$ cat src/rtl/countdown_core.sv
// countdown_core: MM:SS BCD countdown timer with per-digit load, run/pause and expiry flag
module countdown_core #(
   parameter int TICK_DIV = 50_000_000
) (
   input  logic       clk,
   input  logic       reset,
   input  logic       run,
   input  logic       enable_A,
   input  logic       enable_B,
   input  logic       enable_C,
   input  logic       enable_D,
   input  logic [3:0] A,
   input  logic [3:0] B,
   input  logic [3:0] C,
   input  logic [3:0] D,
   output logic [3:0] min_tens,
   output logic [3:0] min_units,
   output logic [3:0] sec_tens,
   output logic [3:0] sec_units,
   output logic       running,
   output logic       done,
   output logic       tick
);
   localparam int PW = TICK_DIV > 1 ? $clog2(TICK_DIV) : 1;
   localparam logic [PW-1:0] LAST = PW'(TICK_DIV - 1);

   typedef enum logic [1:0] {IDLE, RUN, PAUSE, DONE} state_t;

   state_t        state;
   logic [PW-1:0] pre;
   logic          any_load, is_zero, dec_zero;
   logic          b0, b1, b2;
   logic [3:0]    d_mt, d_mu, d_st, d_su;

   // Ripple-borrow decrement of the current value and zero detection
   always_comb begin
      any_load = enable_A | enable_B | enable_C | enable_D;
      is_zero  = {min_tens, min_units, sec_tens, sec_units} == 16'h0000;
      b0       = sec_units == 4'd0;
      b1       = b0 && sec_tens == 4'd0;
      b2       = b1 && min_units == 4'd0;
      d_su     = b0 ? 4'd9 : sec_units - 4'd1;
      d_st     = b0 ? (sec_tens == 4'd0 ? 4'd5 : sec_tens - 4'd1) : sec_tens;
      d_mu     = b1 ? (min_units == 4'd0 ? 4'd9 : min_units - 4'd1) : min_units;
      d_mt     = b2 ? min_tens - 4'd1 : min_tens;
      dec_zero = {d_mt, d_mu, d_st, d_su} == 16'h0000;
   end

   // Load has priority over everything; otherwise the FSM runs the prescaler and applies steps
   always_ff @(posedge clk or posedge reset) begin
      if (reset) begin
         state     <= IDLE;
         pre       <= '0;
         min_tens  <= 4'd0;
         min_units <= 4'd0;
         sec_tens  <= 4'd0;
         sec_units <= 4'd0;
         running   <= 1'b0;
         done      <= 1'b0;
         tick      <= 1'b0;
      end else begin
         tick <= 1'b0;
         if (any_load) begin
            if (enable_A) min_tens  <= A > 4'd9 ? 4'd9 : A;
            if (enable_B) min_units <= B > 4'd9 ? 4'd9 : B;
            if (enable_C) sec_tens  <= C > 4'd5 ? 4'd5 : C;
            if (enable_D) sec_units <= D > 4'd9 ? 4'd9 : D;
            state   <= IDLE;
            pre     <= '0;
            running <= 1'b0;
            done    <= 1'b0;
         end else begin
            case (state)
               IDLE: if (run && !is_zero) begin
                  state   <= RUN;
                  pre     <= '0;
                  running <= 1'b1;
               end
               RUN: if (!run) begin
                  state   <= PAUSE;
                  running <= 1'b0;
               end else if (pre == LAST) begin
                  pre <= '0;
                  if (!is_zero) begin
                     min_tens  <= d_mt;
                     min_units <= d_mu;
                     sec_tens  <= d_st;
                     sec_units <= d_su;
                     tick      <= 1'b1;
                  end
                  if (is_zero || dec_zero) begin
                     state   <= DONE;
                     running <= 1'b0;
                     done    <= 1'b1;
                  end
               end else begin
                  pre <= pre + 1'b1;
               end
               PAUSE: if (run) begin
                  state   <= RUN;
                  running <= 1'b1;
               end
               DONE: if (!run) begin
                  state <= IDLE;
                  done  <= 1'b0;
               end
            endcase
         end
      end
   end
endmodule
$ cat config.mk
export PLATFORM = sky130hd
export DESIGN_NAME = countdown_core
export DESIGN_NICKNAME = d
export VERILOG_FILES = /design/src/rtl/countdown_core.sv
export SDC_FILE = /design/constraint.sdc
export NUM_CORES = 1
export LEC_CHECK = 0
export BUFFER_PORTS_ARGS = -buffer_cell sky130_fd_sc_hd__buf_4
export CAP_MARGIN = 25
export CORE_AREA = 2 2 84 70
export DETAILED_ROUTE_END_ITERATION = 7
export DIE_AREA = 0 0 86 72
export PLACE_DENSITY = 0.77
export SETUP_SLACK_MARGIN = 0.4
export SYNTH_ARGS = -nofsm -noshare
export SYNTH_HDL_FRONTEND = slang
export SYNTH_SLANG_ARGS = --single-unit
$ cat constraint.sdc
create_clock -name clk -period 2.85 [get_ports clk]
set_input_delay 0.4275 -clock clk [delete_from_list [all_inputs] [get_ports clk]]
set_output_delay 0.4275 -clock clk [all_outputs]
set_load 0.02 [all_outputs]
==> results of run 1 <==
## layout make-up
| type | instances | area, um2 | share of cell area |
|---|---|---|---|
| clock buffers | 6 | 82.6 | 0.0213 |
| clock inverters | 2 | 35.0 | 0.00904 |
| inverters | 10 | 37.5 | 0.00969 |
| multi-input cells | 267 | 1860 | 0.480 |
| flip-flops and latches | 47 | 1180 | 0.305 |
| well taps | 65 | 81.3 | 0.0210 |
| repair buffers | 77 | 594 | 0.153 |
## cells in the final DEF, fill, tap and decap left out, types with 3 or more instances in the layout
master and instances:
sky130_fd_sc_hd__or4_1 3, sky130_fd_sc_hd__xnor2_1 11, sky130_fd_sc_hd__nand3_1 13, sky130_fd_sc_hd__or2_2 3
sky130_fd_sc_hd__o21ai_0 22, sky130_fd_sc_hd__dfrtp_1 42, sky130_fd_sc_hd__or3_1 5, sky130_fd_sc_hd__clkbuf_8 6
sky130_fd_sc_hd__buf_6 5, sky130_fd_sc_hd__and3_1 4, sky130_fd_sc_hd__nor3_1 8, sky130_fd_sc_hd__buf_4 71
sky130_fd_sc_hd__or4_4 3, sky130_fd_sc_hd__a21oi_1 21, sky130_fd_sc_hd__a21oi_2 4, sky130_fd_sc_hd__a31oi_1 3
sky130_fd_sc_hd__o21a_1 4, sky130_fd_sc_hd__o21ai_1 4, sky130_fd_sc_hd__inv_1 9, sky130_fd_sc_hd__ha_1 3
sky130_fd_sc_hd__nand4_1 4, sky130_fd_sc_hd__o211ai_1 3, sky130_fd_sc_hd__nor2_1 45, sky130_fd_sc_hd__nor2b_1 4
sky130_fd_sc_hd__dfrtp_2 5, sky130_fd_sc_hd__nor4_4 4, sky130_fd_sc_hd__o22a_1 6, sky130_fd_sc_hd__o31ai_1 14
sky130_fd_sc_hd__a32oi_1 3, sky130_fd_sc_hd__a31oi_4 3, sky130_fd_sc_hd__nor4_1 4, sky130_fd_sc_hd__nand2_1 20
## cells by family (layout without fill, tap and decap cells)
family | after synthesis | in the layout | synth area share
xor gates and xnor gates | 11 | 11 | 0.0330
adders and majority gates | 3 | 3 | 0.0129
buffers and inverters | 24 | 95 | 0.0351
and+or+nand+nor | 144 | 144 | 0.268
AOI/OAI and AO/OA | 105 | 105 | 0.234
muxes | 4 | 4 | 0.0141
DFF | 47 | 47 | 0.403
## registers in the layout, indices dropped and copies added (netlist names)
name,count
done,1
min_tens,4
min_units,4
pre,26
running,1
sec_tens,4
sec_units,4
state,2
tick,1
## layer usage
| layer | wire length (um) | global-route usage | vias to the layer above |
|---|---|---|---|
| met5 | 0 | 0 | - |
| met4 | 115 | 0.0617 | 0 |
| met3 | 530 | 0.0432 | 16 |
| met2 | 3710 | 0.364 | 136 |
| met1 | 3820 | 0.397 | 1458 |
| li1 | - | - | 1404 |
## path summary, 6_finish.rpt
path                                     startpoint                       end  slack, ns  cells past startpoint
max                        sec_units[2]$_DFFE_PP0P_  min_units[0]$_DFFE_PP0P_       0.30                      9
min                                           reset       pre[22]$_DFFE_PP0P_       0.21                      2
max reg2reg                sec_units[2]$_DFFE_PP0P_  min_units[0]$_DFFE_PP0P_       0.30                      9
min reg2reg                     pre[10]$_DFFE_PP0P_       pre[10]$_DFFE_PP0P_       0.53                      1
max in group asynchronous                     reset       pre[18]$_DFFE_PP0P_       1.95                      3
min in group clk                                run      state[0]$_DFFE_PP0P_       0.39                      3
## critical path: cells and delay by family (launching register included)
family	cells	cell delay, ns
compound gates	2	0.47
buf+inv	3	0.48
flops	1	0.43
simple gates	4	1.06
## repair_timing
action	in CTS	in global routing
endpoints found under the setup margin	39	41
setup buffers	14	8
pin swaps	10	31
gates cloned	0	1
gates resized for setup	6	37
## per-stage QoR
stage | cell area (um2) | util | instances
after global routing | 3870 | 0.729 | 474
after CTS | 3650 | 0.686 | 465
after global placement | 3400 | 0.639 | 443
after detailed placement | 3400 | 0.639 | 443
after floorplan | 2980 | - | 338
final | 3870 | 0.729 | 474
## where the power goes
group	leakage [uW]	internal, uW	switching [uW]	total, uW
clock network	0.0000612	284	232	516
registers	0.000618	689	32.5	721
logic	0.000855	120	152	272
==> out/metrics.sh, run 1 <==
AREAGROWTHSYNTHTOFINISH_PCT=32.7
FINAL_NETS=434
SYNTH_TOP_CELL_BY_AREA='sky130_fd_sc_hd__dfrtp_1'
LAYOUT-DRIVE-GT1-SHARE=0.323
CLOCK_LATENCY_NS=0.30
INITIAL_CORE_UTIL=0.549
NUMBER_OF_OPTIMIZATION_ITERATIONS_IN_THE_FIRST_DETAILED_ROUTE_PASS=5
PLACE_CONGESTION=0.889
CORE-AREA_UM2=5320
CRITICALPATHCATEGORY='flip-flop to flip-flop'
OUTCOME='complete, no violations'
DRT_ITER0_DRCS=259
PATH_MAX_FANOUT=8
MAX-CAP-VIOLATIONS=0
IOS=42
NUM_VIAS=3014
CRIT_REQUIRED_NS=3.05
CTSROOTBUFFERMASTER='sky130_fd_sc_hd__clkbuf_8'
SYNTH_TOP_AREA_FRAC=0.403
GLOBAL_ROUTE_WIRE_LENGTH_BEFORE_REPAIR_UM=12700
ASYNC_RESET_FF_FRAC=1.00
CP_SLOWEST_CELL='sky130_fd_sc_hd__or4_4'
MAX_SLEW.WORST_PIN.SLEW_NS=0.804
OVERALL_DIE_HEIGHT_UM=72
CRITICAL-PATH-MAX-STAGE-DELAY_NS=0.56
HTREEDEPTH=2
SYNTHMOSTINSTANTIATEDCELL='sky130_fd_sc_hd__dfrtp_1'
GRT-OVFL-TOTAL=0
ANTENNA_CELLS=0
CLOCK_PIN_TRANSITION_ON_THE_WORST_SETUP_AND_HOLD_TIMING_PATHS_NS=0.09
CTS.HOLD.BUFFERS_ADDED=0
FINALHOLDWORSTSLACK_NS=0.213
N_FILL_CELL=387
TNS_NS=0
TIMING.MAX_SLEW.REL_SLACK=0.460
DOMINANTREGCELLSYNTH='sky130_fd_sc_hd__dfrtp_1'
FINAL_ANTENNA_NET_COUNT=0
TIMING.CRITICAL_PATH.ARRIVAL_NS=2.75
GRT_PASS1_VIAS=2620
RSZ0062_AT_GRT='yes'
CTS_TREE='yes'
SYNTH-EDFF-COUNT=0
DIEWIDTH_UM=86
LARGEST_NET_DEGREE_AT_THE_START_OF_GLOBAL_ROUTING=33
REPORT.FINAL.SLEW_VIOL_COUNT=0
FINALHOLDVIOLCOUNT=0
SYNTH.AVG_CELL_AREA_UM2=8.64
POWER.DENSITY_nW_PER_UM2=389
REMAINING_DRC_ERRORS=0
PRECTSSETUPSLACK_NS=0.127
IO_BUFFER_COUNT=41
NUMBER_OF_STANDARD_CELLS_AFTER_SYNTHESIS=338
SYNTH.FF_LATCH_COUNT=47
MIN_PERIOD_NS=2.55
SETUP_SLACK_NS=0.303
SYNTH_FP_NETS=364
IR_DROP_mV=0.279
SYNTH.DISTINCT_CELLS=56
SETUP.WORST_PATH.START_CLASS='flip-flop'
AVGVIACOUNTPERCELL=6.36
MIN-DELAY-PATH-CLASS='primary input to async pin'
DRT_WL_TOTAL_UM=8180
DPL.HPWL_UM=5310
POST_SYNTH_MOST_FREQUENT_CELLS='sky130_fd_sc_hd__dfrtp_1 (47), sky130_fd_sc_hd__nor2_1 (46), sky130_fd_sc_hd__o21ai_0 (26)'
CLOCK-SINKS=47
CRITPATHCAPTURETYPE='flip-flop'
CLOCK.FMAX_GHz=0.393
CTS_INSERTED_BUFFERS=5
CTS_MAX_PATH_BUFFERS=2
CRIT_TOP_CELL='sky130_fd_sc_hd__buf_6'
TOTALPOWERFINAL_uW=1510
FINAL.SETUP_SKEW_NS=0.00997
YOSYSSEQAREASHARE=0.403
TCRIT_TCLK_FINAL=0.894
GRT_ANTENNA_BEFORE_REPAIR=0
POWER.LEAKAGE_uW=0.00153
PLACEMENT_ROWS=24
DETAIL_ROUTE.WL_PER_CELL_UM=17.3
GRT_UTIL_ALL_LAYERS=0.254
FINALSETUPVIOLATIONS=0
SYN-CELL-AREA_UM2=2920
FLOORPLAN.DIE_AREA_UM2=6190
CP_CELL_SEQUENCE='or4_4, buf_6, nor4_4, buf_4, nand3_4, buf_6, a31oi_4, nor2_1, o22a_1'
NETLIST_TOP_CELLS_AREA='sky130_fd_sc_hd__dfrtp_1 (40%), sky130_fd_sc_hd__nor2_1 (5.9%), sky130_fd_sc_hd__o21ai_0 (4.5%), sky130_fd_sc_hd__a21oi_1 (4.3%), sky130_fd_sc_hd__o31ai_1 (3.6%)'
YOSYS_WARNINGS=0
Power figures use the tool's default switching activity.
==> run 2, diff against run 1 <==
Settings changed: ABC_AREA set to 1, CORE_AREA 2 2 84 70 to 2 2 86 71, DIE_AREA 0 0 86 72 to 0 0 88 73, PLACE_DENSITY 0.77 to 0.79.
==> out/metrics.sh, run 2 <==
OUTCOME='complete, no violations'
SYNTH_TOP_CELL_BY_AREA='sky130_fd_sc_hd__dfrtp_1'
CTS.REPAIR_TIMING.SETUP_BUFFER_COUNT=0  # -14
WORSTREGTOREGCELLS=13  # +4
TIMING.REG2REG.SETUP_SLACK_NS=0.80  # +0.50 ns
CLOCK_PIN_TRANSITION_ON_THE_WORST_SETUP_AND_HOLD_TIMING_PATHS_NS=0.09  # about the same
MAX-CAP-VIOLATIONS=0  # unchanged
GRT_ANTENNA_BEFORE_REPAIR=0  # unchanged
CTS_TREE='yes'
GRT_BUSIEST_LAYER='met1'
LARGEST-REGISTER='pre'
IOS=42  # unchanged
CTSROOTBUFFERMASTER='sky130_fd_sc_hd__clkbuf_8'
FINAL.SETUP_SKEW_NS=0.00781  # -0.00216 ns
SYNTHMOSTINSTANTIATEDCELL='sky130_fd_sc_hd__nand2_1'
IO_BUFFER_COUNT=41  # unchanged
MULTIINPUTGATEAREA_UM2=1680  # -9.5%
PATH_MAX_FANOUT=17  # +9
FLOORPLAN.DIE_AREA_UM2=6420  # +3.7%
SYNTH.AVG_CELL_AREA_UM2=7.19  # -17%
PLACEMENT_ROWS=25  # +4.2%
AVGVIACOUNTPERCELL=5.27  # -17%
MIN-DELAY-PATH-CLASS='primary input to async pin'
OVERALL_DIE_HEIGHT_UM=73  # +1.4%
GRT-OVFL-TOTAL=0  # unchanged
SYNTH_TOP_AREA_FRAC=0.373  # -0.0303
CRIT_REQUIRED_NS=3.09  # +0.04 ns
FINALHOLDVIOLCOUNT=0  # unchanged
FINAL_ANTENNA_NET_COUNT=0  # unchanged
DIEWIDTH_UM=88  # +2.3%
DRT_ITER0_DRCS=191  # -26%
TNS_NS=0  # unchanged
TIMING.MAX_SLEW.REL_SLACK=0.601  # +0.141
TCRIT_TCLK_FINAL=0.719  # -0.175
FINALSETUPVIOLATIONS=0  # unchanged
FINAL_CELL_AREA_UM2=3640  # -6.2%
POWER.LEAKAGE_uW=0.00170  # +11%
GRT_UTIL_ALL_LAYERS=0.230  # -0.0236
GR-USAGE-MET1=0.352  # -0.0447
DETAIL_ROUTE.WL_PER_CELL_UM=12.5  # -28%
LAYOUT.AREA.SEQ_UM2=1180  # -0.53%
CORE-AREA_UM2=5660  # +6.5%
WORST_REG2REG_PATH_ENDPOINT='pre[17]$_DFFE_PP0P_'
R2R-START='min_units[0]$_DFFE_PP0P_'
REPORT.FINAL.SLEW_VIOL_COUNT=0  # unchanged
SYN-CELL-AREA_UM2=3160  # +8.1%
LARGEST_REG_FLOPS=26  # unchanged
FINAL_CORE_UTILIZATION=0.642  # -0.0868
NUMBER_OF_STANDARD_CELLS_AFTER_SYNTHESIS=439  # +30%
USE_MET2=0.340  # -0.0243
SYNTH-EDFF-COUNT=0  # unchanged
CLOCK_LATENCY_NS=0.30  # about the same
DOMINANTREGCELLSYNTH='sky130_fd_sc_hd__dfrtp_1'
NUMBER_OF_OPTIMIZATION_ITERATIONS_IN_THE_FIRST_DETAILED_ROUTE_PASS=4  # -1
HTREEDEPTH=2  # unchanged
SYNTH_FP_NETS=465  # +28%
ASYNC_RESET_FF_FRAC=1.00  # unchanged
SETUP.WORST_PATH.START_CLASS='flip-flop'
CTS_MAX_PATH_BUFFERS=2  # unchanged
LARGEST_NET_DEGREE_AT_THE_START_OF_GLOBAL_ROUTING=48  # +45%
GRT_PASS1_VIAS=2588  # -1.2%
PLACE_CONGESTION=0.887  # -0.20%
RSZ0062_AT_GRT='no'
POST_SYNTH_MOST_FREQUENT_CELLS='sky130_fd_sc_hd__nand2_1 (104), sky130_fd_sc_hd__inv_1 (53), sky130_fd_sc_hd__dfrtp_1 (47)'
DPL.HPWL_UM=5370  # +1.2%
LAYOUT-DRIVE-GT1-SHARE=0.198  # -0.124
DRT_WL_TOTAL_UM=7050  # -14%
FINAL_NETS=509  # +17%
CTS.REPAIR.RESIZED=0  # -6
SYNTH.DISTINCT_CELLS=46  # -18%
CTS_INSERTED_BUFFERS=5  # unchanged
TIMING.CRITICAL_PATH.ARRIVAL_NS=2.29  # -0.46 ns
CRITPATHCAPTURETYPE='flip-flop'
CRITICALPATHCATEGORY='flip-flop to flip-flop'
TOTALPOWERFINAL_uW=1410  # -6.7%
ANTENNA_CELLS=0  # unchanged
N_FILL_CELL=507  # +31%
GLOBAL_ROUTE_WIRE_LENGTH_BEFORE_REPAIR_UM=11800  # -7.0%
YOSYSSEQAREASHARE=0.373  # -0.0303
POWER.DENSITY_nW_PER_UM2=387  # -0.57%
REMAINING_DRC_ERRORS=0  # unchanged
NUM_VIAS=2978  # -1.2%
CTS.HOLD.BUFFERS_ADDED=0  # unchanged
YOSYS_WARNINGS=0  # unchanged
INITIAL_CORE_UTIL=0.558  # +0.00837
IR_DROP_mV=0.283  # +1.5%
DETAILED_PLACE.AREA_UM2=3530  # +4.1%
CLOCK-SINKS=47  # unchanged
MOSTFREQUENTLAYOUTCELLS='sky130_fd_sc_hd__nand2_1 (104), sky130_fd_sc_hd__inv_1 (52), sky130_fd_sc_hd__dfrtp_1 (47), sky130_fd_sc_hd__nor2_1 (46), sky130_fd_sc_hd__buf_4 (43)'
SYNTH.FF_LATCH_COUNT=47  # unchanged
MAX_SLEW.WORST_PIN.SLEW_NS=0.583  # -0.221 ns
LAYOUT.CELLS.MOST_COMMON='sky130_fd_sc_hd__nand2_1'
CLOCK.FMAX_GHz=0.488  # +24%
NETLIST_TOP_CELLS_AREA='sky130_fd_sc_hd__dfrtp_1 (37%), sky130_fd_sc_hd__nand2_1 (12%), sky130_fd_sc_hd__inv_1 (6.3%), sky130_fd_sc_hd__o21ai_0 (5.9%), sky130_fd_sc_hd__nor2_1 (5.5%)'
MIN_PERIOD_NS=2.05  # -0.499 ns
GRT_USE_MET3=0.0385  # -0.00477
AREAGROWTHSYNTHTOFINISH_PCT=15.2
## run 2: changes by cell type in the layout (fill, tap and decap cells not counted), sizes merged, moves of 8 or more
cell and change:
xor2 +8, nand2 +93, xnor2 -11, nand3 +12
o21ai +19, nor4 -8, nor2 +9, inv +53
o31ai -14, buf -33
## run 2: cell families after synthesis
family	synth area share
compound gates	0.159
xor+xnor	0.0222
fa+ha+maj	0.0119
buf+inv	0.0939
flops	0.373
simple gates	0.340
## run 2: routing by layer
layer  up-vias  share of wire
li1       1525              -
met1      1363           0.51
met2        83           0.44
met3         7          0.045
met4         0          0.011
met5         -              0
## run 2: worst max-delay path by stage
stage	start	endpoint	slack [ns]	cells past startpoint
after floorplan	min_units[0]$_DFFE_PP0P_	pre[2]$_DFFE_PP0P_	1.0	14
after global placement	enable_A	pre[17]$_DFFE_PP0P_	0.77	12
after detailed placement	enable_A	pre[17]$_DFFE_PP0P_	0.58	12
after CTS	pre[0]$_DFFE_PP0P_	sec_tens[0]$_DFFE_PP0P_	0.80	9
after global routing	min_units[0]$_DFFE_PP0P_	sec_tens[0]$_DFFE_PP0P_	0.57	12
final	min_units[0]$_DFFE_PP0P_	pre[17]$_DFFE_PP0P_	0.80	13
## run 2: critical path: stages (launching register included)
cell	delay, ns
sky130_fd_sc_hd__dfrtp_1	0.43
sky130_fd_sc_hd__inv_2	0.11
sky130_fd_sc_hd__nand2_1	0.10
sky130_fd_sc_hd__nor2_4	0.17
sky130_fd_sc_hd__inv_2	0.07
sky130_fd_sc_hd__nor2_4	0.14
sky130_fd_sc_hd__nand2_2	0.09
sky130_fd_sc_hd__nand2_2	0.10
sky130_fd_sc_hd__nand3_4	0.10
sky130_fd_sc_hd__nand2_8	0.17
sky130_fd_sc_hd__nor2_8	0.08
sky130_fd_sc_hd__inv_6	0.15
sky130_fd_sc_hd__nand2_1	0.06
sky130_fd_sc_hd__o21ba_1	0.22
## run 2: stage by stage
stage	cells	hold slack, ns	worst slack [ns]
floorplan	439	0.462	0.999
global placement	556	0.459	0.766
detailed placement	556	0.461	0.579
CTS	564	0.390	0.804
global route	565	0.0242	0.572
finish	565	0.0213	0.802
## run 2: layout make-up
class,count,share of cell area
Multi-Input combinational cell,321,0.463
Sequential cell,47,0.323
Timing Repair Buffer,44,0.0943
Inverter,64,0.0688
Tap cell,81,0.0279
Clock buffer,7,0.0210
Clock inverter,1,0.00138
## run 2: report_power, final
part	switching, uW	internal (uW)
logic	177	114
clock network	222	173
registers	32.1	690
==> run 3, diff against run 2 <==
Settings changed: CORE_AREA 2 2 86 71 to 2 2 91 75, DIE_AREA 0 0 88 73 to 0 0 93 77, PLACE_DENSITY 0.79 to 0.74.
Clock period 2.85 ns to 1.7 ns, I/O delays scaled along.
==> out/metrics.sh, run 3 (synthesized netlist as in run 2, its figures left out) <==
FINALSETUPVIOLATIONS=46  # +46
DIEWIDTH_UM=93  # +5.7%
DRT_WL_TOTAL_UM=14600  # +110%
REMAINING_DRC_ERRORS=0  # unchanged
LARGEST_REG_FLOPS=26  # unchanged
CTS_MAX_PATH_BUFFERS=2  # unchanged
GRT_ANTENNA_BEFORE_REPAIR=0  # unchanged
MET3_WIRELENGTH_UM=1740  # +450%
DETAIL_ROUTE.WL_PER_CELL_UM=20.8  # +67%
GRT-OVFL-TOTAL=0  # unchanged
MET1_LENGTH_UM=5250  # +47%
TCRIT_TCLK_FINAL=1.30  # +0.586
LARGEST_NET_DEGREE_AT_THE_START_OF_GLOBAL_ROUTING=48  # unchanged
PLACEMENT_ROWS=26  # +4.0%
TIMING.REG2REG.SETUP_SLACK_NS=-0.52  # -1.32 ns
WORSTREGTOREGCELLS=12  # -1
REPORT.FINAL.SLEW_VIOL_COUNT=0  # unchanged
HIGHEST_LAYER='met4'
GRT_UTIL_ALL_LAYERS=0.301  # +0.0706
CLOCK-SINKS=47  # unchanged
CTS_INSERTED_BUFFERS=5  # unchanged
DPL.HPWL_UM=6380  # +19%
R2R-START='pre[1]$_DFFE_PP0P_'
LAYOUT.CELLS.MOST_COMMON='sky130_fd_sc_hd__buf_4'
PLACE_CONGESTION=0.913  # +2.9%
PRECTSSETUPSLACK_NS=-0.212  # -0.791 ns
CLOCK_LATENCY_NS=0.31  # about the same
GLOBAL_ROUTE_WIRE_LENGTH_BEFORE_REPAIR_UM=17400  # +47%
MIN_PERIOD_NS=2.22  # +0.169 ns
MAX-CAP-VIOLATIONS=0  # unchanged
CLOCK_PIN_TRANSITION_ON_THE_WORST_SETUP_AND_HOLD_TIMING_PATHS_NS=0.10  # about the same
FINALHOLDVIOLCOUNT=0  # unchanged
FINAL.SETUP_SKEW_NS=0.0173  # +0.00944 ns
PATH_MAX_FANOUT=3  # -14
NUMBER_OF_OPTIMIZATION_ITERATIONS_IN_THE_FIRST_DETAILED_ROUTE_PASS=8  # +4
MAX_SLEW.WORST_PIN.SLEW_NS=0.535  # -0.0478 ns
MIN-DELAY-PATH-CLASS='primary input to async pin'
ANTENNA_CELLS=0  # unchanged
CRIT_REQUIRED_NS=1.94  # -1.15 ns
SUM_OF_MET2_WIRE_SEGMENT_LENGTHS_AFTER_DETAILED_ROUTING_UM=6560  # +110%
SETUP_SLACK_NS=-0.517  # -1.32 ns
IO_BUFFER_COUNT=41  # unchanged
IOS=42  # unchanged
CRITPATHCAPTURETYPE='flip-flop'
CP_CELL_SEQUENCE='ha_2, nand2_4, nor2_4, nand4_1, inv_2, nand4_1, buf_4, nor3_4, buf_4, nand2_2, xor2_1, nor2_1'
AREAGROWTHSYNTHTOFINISH_PCT=71.1
GRT_PASS1_VIAS=3771  # +46%
OVERALL_DIE_HEIGHT_UM=77  # +5.5%
FINAL_ANTENNA_NET_COUNT=0  # unchanged
CLOCK.FMAX_GHz=0.451  # -7.6%
POWER.DENSITY_nW_PER_UM2=546  # +41%
CTS_TREE='yes'
AVGVIACOUNTPERCELL=6.21  # +18%
CORE-AREA_UM2=6250  # +10%
RSZ0062_AT_GRT='yes'
CP_SLOWEST_CELL='sky130_fd_sc_hd__dfrtp_1'
CTS.HOLD.BUFFERS_ADDED=0  # unchanged
OUTCOME='finished, violations left'
CRITICAL_PATH.N_BUFFERS_INVERTERS=3  # unchanged
IR_DROP_mV=0.470  # +66%
NUM_VIAS=4341  # +46%
LARGEST-REGISTER='pre'
WORST_REG2REG_PATH_ENDPOINT='pre[18]$_DFFE_PP0P_'
POWER.LEAKAGE_uW=0.00262  # +54%
HTREEDEPTH=2  # unchanged
FINAL_NETS=640  # +26%
SETUP.WORST_PATH.START_CLASS='flip-flop'
CRITICALPATHCATEGORY='flip-flop to flip-flop'
MOSTFREQUENTLAYOUTCELLS='sky130_fd_sc_hd__buf_4 (139), sky130_fd_sc_hd__nand2_1 (79), sky130_fd_sc_hd__inv_1 (45), sky130_fd_sc_hd__dfrtp_1 (33), sky130_fd_sc_hd__nor2_1 (32)'
FAILING_CHECKS='negative setup slack'
FLOORPLAN.DIE_AREA_UM2=7160  # +11%
TIMING.MAX_SLEW.REL_SLACK=0.640  # +0.0382
TIMING.CRITICAL_PATH.ARRIVAL_NS=2.46  # +0.17 ns
CTSROOTBUFFERMASTER='sky130_fd_sc_hd__clkbuf_8'
CP_TOP_FAMILY='simple AND/OR/NAND/NOR gates'
INITIAL_CORE_UTIL=0.505  # -0.0522
LAYOUT-DRIVE-GT1-SHARE=0.538  # +0.340
CRITICAL-PATH-MAX-STAGE-DELAY_NS=0.38  # -0.05 ns
FINALHOLDWORSTSLACK_NS=0.000343  # -0.0210 ns
DRT_ITER0_DRCS=531  # +180%
run 3: changes by cell type in the layout (fill, tap and decap cells not counted), moves of 14 or more:
cell                      delta
sky130_fd_sc_hd__buf_6      +27
sky130_fd_sc_hd__o21ai_0    -21
sky130_fd_sc_hd__dfrtp_1    -14
sky130_fd_sc_hd__nand2_1    -25
sky130_fd_sc_hd__dfrtp_2    +14
sky130_fd_sc_hd__buf_4      +96
sky130_fd_sc_hd__nor2_1     -14
run 3: worst register-to-register path, cell delays in order (launching register included):
cell                      delay [ns]
sky130_fd_sc_hd__dfrtp_1        0.38
sky130_fd_sc_hd__ha_2           0.23
sky130_fd_sc_hd__nand2_4        0.09
sky130_fd_sc_hd__nor2_4         0.13
sky130_fd_sc_hd__nand4_1        0.12
sky130_fd_sc_hd__inv_2          0.09
sky130_fd_sc_hd__nand4_1        0.21
sky130_fd_sc_hd__buf_4          0.23
sky130_fd_sc_hd__nor3_4         0.20
sky130_fd_sc_hd__buf_4          0.15
sky130_fd_sc_hd__nand2_2        0.05
sky130_fd_sc_hd__xor2_1         0.14
sky130_fd_sc_hd__nor2_1         0.14
run 3: worst max-delay path by stage:
stage / cells past startpoint / from / end / slack, ns
2_1_floorplan: 14 / min_units[2]$_DFFE_PP0P_ / pre[18]$_DFFE_PP0P_ / -0.11
3_3_place_gp: 11 / min_tens[0]$_DFFE_PP0P_ / pre[16]$_DFFE_PP0P_ / -0.17
3_5_place_dp: 11 / min_tens[0]$_DFFE_PP0P_ / pre[16]$_DFFE_PP0P_ / -0.21
4_1_cts: 11 / pre[1]$_DFFE_PP0P_ / pre[24]$_DFFE_PP0P_ / -0.17
5_1_grt: 12 / pre[1]$_DFFE_PP0P_ / pre[18]$_DFFE_PP0P_ / -0.61
6_report: 12 / pre[1]$_DFFE_PP0P_ / pre[18]$_DFFE_PP0P_ / -0.52
run 3: final cells by class:
class	count	area (um2)
clock buffers	7	76.3
clock inverters	1	30.0
fillers	283	843
inverters	64	270
multi-input cells	322	2220
flip-flops and latches	47	1190
well taps	84	105
repair buffers	172	1470
repair inverters	2	36.3
run 3: through the flow:
stage / std cells / util / area [um2] / total power [uW] / TNS [ns]
2_1_floorplan: 439 / - / 3200 / 1560 / -1.19
3_3_place_gp: 658 / 0.695 / 4340 / 1860 / -3.37
3_5_place_dp: 658 / 0.695 / 4340 / 1880 / -5.73
4_1_cts: 685 / 0.785 / 4910 / 2780 / -3.78
5_1_grt: 699 / 0.865 / 5400 / 3030 / -15.50
6_report: 699 / 0.865 / 5400 / 2950 / -13.17
run 3: what timing repair did:
action | in CTS | in global routing
resized for setup | 90 | 89
cloned | 3 | 0
pin swaps | 29 | 27
buffers inserted | 16 | 14
endpoints found under the setup margin | 47 | 60
run 3: metal layers:
layer / vias up / track usage
li1: 1785 / -
met2: 395 / 0.503
met3: 122 / 0.0737
met1: 2039 / 0.384
met5: - / 0
met4: 0 / 0.0926
run 3: where the power goes:
part           total, uW  internal [uW]  switching (uW)
combinational        877            391             485
clock                861            442             420
sequential          1210           1160            45.8
total               2950           2000             951
